[src/rtl/fir_pkg.sv]
// Shared definitions for the symmetric FIR core and its result stream stage:
// FSM state encoding and default sample width / frame length.
package fir_pkg;

    localparam int FIR_DATA_WIDTH = 16;
    localparam int FIR_DATA_NUM   = 256;

    typedef enum logic [1:0] {
        IDLE,
        COLLECT,
        DRAIN,
        DONE
    } state_t;

endpackage

[src/rtl/fir_sync_fifo.sv]
// Synchronous FIFO with flush; head entry is read combinationally.
// Ports: clk, rst_n, flush, push, pop, din, dout, full, empty.
module fir_sync_fifo #(
    parameter int WIDTH = 17,
    parameter int DEPTH = 16
) (
    input  logic             clk,
    input  logic             rst_n,
    input  logic             flush,
    input  logic             push,
    input  logic             pop,
    input  logic [WIDTH-1:0] din,
    output logic [WIDTH-1:0] dout,
    output logic             full,
    output logic             empty
);

    localparam int AW = $clog2(DEPTH);

    logic [WIDTH-1:0] mem [DEPTH];
    logic [AW:0]      wr_ptr;
    logic [AW:0]      rd_ptr;
    logic             do_push;
    logic             do_pop;

    // Extra pointer bit separates full from empty when the indices match.
    assign empty   = (wr_ptr == rd_ptr);
    assign full    = (wr_ptr[AW] != rd_ptr[AW]) &&
                     (wr_ptr[AW-1:0] == rd_ptr[AW-1:0]);
    assign do_pop  = pop && !empty;
    assign do_push = push && (!full || do_pop);
    assign dout    = mem[rd_ptr[AW-1:0]];

    always_ff @(posedge clk or negedge rst_n) begin
        if (!rst_n) begin
            wr_ptr <= '0;
            rd_ptr <= '0;
            for (int i = 0; i < DEPTH; i++) begin
                mem[i] <= '0;
            end
        end else if (flush) begin
            wr_ptr <= '0;
            rd_ptr <= '0;
        end else begin
            if (do_push) begin
                mem[wr_ptr[AW-1:0]] <= din;
                wr_ptr <= wr_ptr + (AW+1)'(1);
            end
            if (do_pop) begin
                rd_ptr <= rd_ptr + (AW+1)'(1);
            end
        end
    end

endmodule

[src/rtl/fir_result_stream.sv]
// Converts FIR result write strobes into one valid/ready frame with tlast,
// tracking frame completion, sequence errors and FIFO overflow.
// Ports: clk, rst_n, wr_addr_i/wr_data_i/wr_we_i (core writes), done_intr_i,
//   clr_i (rearm), m_tdata_o/m_tvalid_o/m_tready_i/m_tlast_o (stream),
//   frame_done_o, overflow_o, seq_err_o, peak_o.
// Optional: define FIR_STREAM_STATS_EN to build the peak |sample| tracker.
module fir_result_stream
    import fir_pkg::*;
#(
    parameter int DATA_WIDTH = FIR_DATA_WIDTH,
    parameter int ADDR_WIDTH = 16,
    parameter int DATA_NUM   = FIR_DATA_NUM,
    parameter int FIFO_DEPTH = 16
) (
    input  logic                  clk,
    input  logic                  rst_n,
    input  logic [ADDR_WIDTH-1:0] wr_addr_i,
    input  logic [DATA_WIDTH-1:0] wr_data_i,
    input  logic                  wr_we_i,
    input  logic                  done_intr_i,
    input  logic                  clr_i,
    output logic [DATA_WIDTH-1:0] m_tdata_o,
    output logic                  m_tvalid_o,
    input  logic                  m_tready_i,
    output logic                  m_tlast_o,
    output logic                  frame_done_o,
    output logic                  overflow_o,
    output logic                  seq_err_o,
    output logic [DATA_WIDTH-1:0] peak_o
);

    localparam int CNT_W = $clog2(DATA_NUM) + 1;

    state_t                state;
    state_t                state_nx;
    logic [ADDR_WIDTH-1:0] exp_addr;
    logic [CNT_W-1:0]      count;
    logic                  done_d;
    logic [DATA_WIDTH:0]   head;
    logic                  full;
    logic                  empty;
    logic                  collecting;
    logic                  collect_wr;
    logic                  is_last;
    logic                  push;
    logic                  pop;

    assign collecting = (state == IDLE) || (state == COLLECT);
    assign collect_wr = wr_we_i && !clr_i && collecting;
    assign is_last    = (count == CNT_W'(DATA_NUM - 1));
    assign pop        = m_tvalid_o && m_tready_i;
    // A write into a full FIFO lands only when a beat leaves the same cycle.
    assign push       = collect_wr && (!full || pop);

    fir_sync_fifo #(
        .WIDTH (DATA_WIDTH + 1),
        .DEPTH (FIFO_DEPTH)
    ) u_fifo (
        .clk   (clk),
        .rst_n (rst_n),
        .flush (clr_i),
        .push  (push),
        .pop   (pop),
        .din   ({is_last, wr_data_i}),
        .dout  (head),
        .full  (full),
        .empty (empty)
    );

    assign m_tvalid_o   = !empty;
    assign m_tdata_o    = empty ? '0 : head[DATA_WIDTH-1:0];
    assign m_tlast_o    = !empty && head[DATA_WIDTH];
    assign frame_done_o = (state == DRAIN) && pop && head[DATA_WIDTH] && !clr_i;

    always_comb begin
        state_nx = state;
        if (clr_i) begin
            state_nx = IDLE;
        end else begin
            unique case (state)
                IDLE, COLLECT: begin
                    if (wr_we_i) state_nx = is_last ? DRAIN : COLLECT;
                end
                DRAIN: begin
                    if (frame_done_o) state_nx = DONE;
                end
                DONE: begin
                    state_nx = DONE;
                end
                default: state_nx = IDLE;
            endcase
        end
    end

    always_ff @(posedge clk or negedge rst_n) begin
        if (!rst_n) begin
            state      <= IDLE;
            exp_addr   <= '0;
            count      <= '0;
            done_d     <= 1'b0;
            overflow_o <= 1'b0;
            seq_err_o  <= 1'b0;
        end else begin
            state  <= state_nx;
            done_d <= done_intr_i;
            if (clr_i) begin
                exp_addr   <= '0;
                count      <= '0;
                overflow_o <= 1'b0;
                seq_err_o  <= 1'b0;
            end else begin
                if (collect_wr) begin
                    exp_addr <= exp_addr + ADDR_WIDTH'(1);
                    count    <= count + CNT_W'(1);
                    if (wr_addr_i != exp_addr) seq_err_o <= 1'b1;
                    if (!push) overflow_o <= 1'b1;
                end
                if (wr_we_i && !collecting) seq_err_o <= 1'b1;
                // Completion before the frame is full means a short frame.
                if (done_intr_i && !done_d && collecting) seq_err_o <= 1'b1;
            end
        end
    end

`ifdef FIR_STREAM_STATS_EN
    logic [DATA_WIDTH-1:0] mag;
    logic [DATA_WIDTH-1:0] peak_q;

    // Saturating |x|: the most negative value maps to the largest positive.
    always_comb begin
        mag = wr_data_i;
        if (wr_data_i[DATA_WIDTH-1]) begin
            if (wr_data_i == {1'b1, {(DATA_WIDTH-1){1'b0}}}) begin
                mag = {1'b0, {(DATA_WIDTH-1){1'b1}}};
            end else begin
                mag = -wr_data_i;
            end
        end
    end

    always_ff @(posedge clk or negedge rst_n) begin
        if (!rst_n) begin
            peak_q <= '0;
        end else if (clr_i) begin
            peak_q <= '0;
        end else if (collect_wr && (mag > peak_q)) begin
            peak_q <= mag;
        end
    end

    assign peak_o = peak_q;
`else
    assign peak_o = '0;
`endif

endmodule

[config.mk]
export PLATFORM = sky130hd
export DESIGN_NAME = fir_result_stream
export DESIGN_NICKNAME = d
export VERILOG_FILES = /design/src/rtl/fir_pkg.sv /design/src/rtl/fir_sync_fifo.sv /design/src/rtl/fir_result_stream.sv
export SDC_FILE = /design/constraint.sdc
export NUM_CORES = 1
export LEC_CHECK = 0
export ABC_AREA = 1
export CORE_AREA = 4 4 175 177
export DETAILED_ROUTE_END_ITERATION = 8
export DIE_AREA = 0 0 179 181
export GPL_TIMING_DRIVEN = 0
export PLACE_DENSITY = 0.83
export SLEW_MARGIN = 30
export SYNTH_ARGS = -nofsm -noshare
export SYNTH_HDL_FRONTEND = slang
export SYNTH_HIERARCHICAL = 1
export SYNTH_SLANG_ARGS = --single-unit
[constraint.sdc]
create_clock -name clk -period 3 [get_ports clk]
set_clock_uncertainty 0.15 [all_clocks]
set_input_delay 0.45 -clock clk [delete_from_list [all_inputs] [get_ports clk]]
set_output_delay 0.45 -clock clk [all_outputs]
set_load 0.01 [all_outputs]
==> flow_summary.yaml <==
run_status:
  status: "finished, violations left"
  violations: "setup timing"
synth:
  ys_async_sr_fraction_pct: 100.0
  synth_edf_count: 0
  yosys_warnings: 6
  yosysSeqAreaShare_pct: 49.44
  syn_area_um2: 15790
  ys.flop_type: "dfrtp_1"
  syn_area_per_cell_um2: 7.431
  synth-seq-cells: 312
  ys_types: 41
  synthCells: 2125
global_routing:
  grt_max_degree: 79
  grt_pass1_vias: 15260
  grt.overflow.total: 0
  antenna_found_initial: 0
  grt_pass1_wl_mm: 76.60
  grt_usage_pct: 29.30
clock_network:
  cts_root_buf: "clkbuf_16"
  htree_levels: 2
  cts_made_buffers: 35
  clk_latency_ns: 0.51
  cts.clk_slew.worst_paths_ns: 0.06
  clock-sinks: 312
  cts_tree: "yes"
  clock_path_buffers: 3
critical_path:
  cp-end-kind: "output pin"
  worstPathRequired_ns: 2.40
  cp_data_arrival_time_ns: 2.52
  crit_type: "reg2out"
  critPathMaxFanout: 5
  startpoint_type: "flop"
finish:
  mostFrequentLayoutCells: "nand2_1, dfrtp_1, nor2_1, o21ai_0, inv_1"
  final_area_um2: 18990
  drive_gt1_share_pct: 14.17
  syn_to_final_growth_pct: 20.27
  num-nets-final: 2315
  final_common_cell: "nand2_1"
  diodes: 0
timing:
  tightest_slew_ns: 0.9633
  rsz0062_at_grt: "true"
  timing.fmax_mhz: 321.0
  fin_crit_ns: 3.115
  drv_slew: 0
  maxSlewHeadroom_pct: 35.78
  post-route-period-util_pct: 103.8
  hold_viol_final: 0
  fin_ws_ns: -0.1152
  setup_viol: 7
power_and_ir_drop:
  p_leak_nw: 10.06
  peakVddDrop_mv: 0.3531
  powerDensity_nw_per_um2: 521.6
detailed_routing:
  first_pass_iters: 7
  drt_iter0_markers: 2275
  drc: 0
  wl_mm: 49.53
  vias: 15630
  vias_per_cell: 5.837
  wl_per_cell_um: 18.50
  drtAntennaViolNets: 0
place:
  dp_hpwl_mm: 33.48
  port_buffers: 42
  dpl_cell_area_um2: 16870
  place.gp.congestion: 0.9906
  place_ws_ns: -1.296
floorplanning:
  die_y_um: 181
  die_w_um: 179
  ios: 75
  die_area_um2: 32400
  core.rowCount: 63
  fp.coreArea_um2: 29240
  start_util_pct: 54.00
run:
  drv_cap: 0
hold_path:
  min_path_type: "in2reg"
final timing paths:
kind                                   from               to  slack (ns)  cells after the start
max                        u_fifo/rd_ptr[0]     frame_done_o       -0.12                     11
min                            wr_data_i[2]    u_fifo/mem[2]        0.12                      3
max reg2reg                u_fifo/rd_ptr[0]  u_fifo/mem[202]        0.04                     19
max in group asynchronous             rst_n  u_fifo/mem[238]        0.92                      5
min reg2reg                  u_fifo/mem[41]   u_fifo/mem[41]        0.32                      2
min in group asynchronous             rst_n   u_fifo/mem[80]        0.26                      2
report_power, final:
part | switching (mW) | leakage (nW) | internal (mW)
combinational | 0.880 | 5.31 | 0.514
clock | 1.66 | 0.483 | 2.21
sequential | 0.174 | 4.27 | 4.46
total | 2.71 | 10.1 | 7.19
sequential cells by signal, summed over array words and instances (netlist names):
| signal | count |
|---|---|
| overflow_o | 1 |
| count | 9 |
| u_fifo/mem | 272 |
| u_fifo/rd_ptr | 5 |
| seq_err_o | 1 |
| state | 2 |
| done_d | 1 |
| exp_addr | 16 |
| u_fifo/wr_ptr | 5 |
cell usage after synthesis (5+ instances only):
library cell  count  share of area, %
a21oi_1          10              0.32
buf_1            32              0.76
buf_2            26              0.82
buf_4            18              0.86
buf_6            10              0.71
clkbuf_1         63               1.5
dfrtp_1         312                49
ha_1              8              0.63
inv_1            97               2.3
nand2_1         969                23
nand3_1          41               1.3
nand4_1          11              0.44
nand4_2          10              0.79
nor2_1          216               5.1
nor2_2            8              0.32
nor2_4           11              0.78
o211ai_1         14              0.67
o21ai_0         159               5.0
o221ai_1         22               1.2
o22ai_1          45               1.8
xor2_1            5              0.28
metal layers:
layer | vias up | part of all wire (%) | GRT usage (%)
met5 | - | 0 | 0
met4 | 0 | 6.0 | 15.23
met3 | 240 | 9.5 | 4.980
met1 | 7422 | 38 | 38.66
li1 | 6951 | - | -
met2 | 1012 | 46 | 46.46
worst max-delay path, stage by stage (launching register included):
cell and delay, ns:
dfrtp_2 0.49, inv_4 0.13, clkbuf_16 0.16, clkbuf_16 0.16, clkbuf_16 0.15, nor2_1 0.05, o22ai_1 0.17, nand2_1 0.13
nand3_2 0.15, nand2_2 0.09, nor4_4 0.14, buf_2 0.17
final cells by class:
class	instances	area, um^2
fill	2343	10250
clock buffer	50	962.2
timing repair buffer	91	897.1
clock inverter	5	31.28
sequential	312	7810
tap	390	488.0
inverter	103	396.6
buffer	149	1129
multi-input combinational	1577	7278
cell families (layout without fill, tap and decap cells):
family / count (synthesis) / count (layout) / share of synthesized area, %
AOI/OAI and AO/OA: 260 / 260 / 9.476
xor gates and xnor gates: 6 / 6 / 0.3328
and+or+nand+nor: 1285 / 1287 / 32.90
buffers and inverters: 253 / 398 / 7.194
adders and majority gates: 8 / 8 / 0.6339
other: 1 / 16 / 0.02375
DFF: 312 / 312 / 49.44
through the flow:
step                TNS (ns)  hold WS [ns]  utilization (%)  total power, mW  instances
floorplan                  0      0.004409                -            5.361       2140
global placement    -3807.71        0.3056            57.30            5.820       2572
detailed placement   -119.66        0.2006            57.69            5.880       2576
CTS                 -0.06417        0.1126            63.04            9.811       2641
global route          -1.010        0.1435            64.94            10.26       2677
finish               -0.3759        0.1221            64.94            9.905       2677
what timing repair did:
item,4_1_cts,5_1_grt
setup endpoints to repair,255,178
gates resized for setup,200,127
hold buffers,1,0
buffers inserted,8,31
cloned,1,6
pin swaps,18,36
hold endpoints to repair,41,0
(Power assumes the default switching activity.)
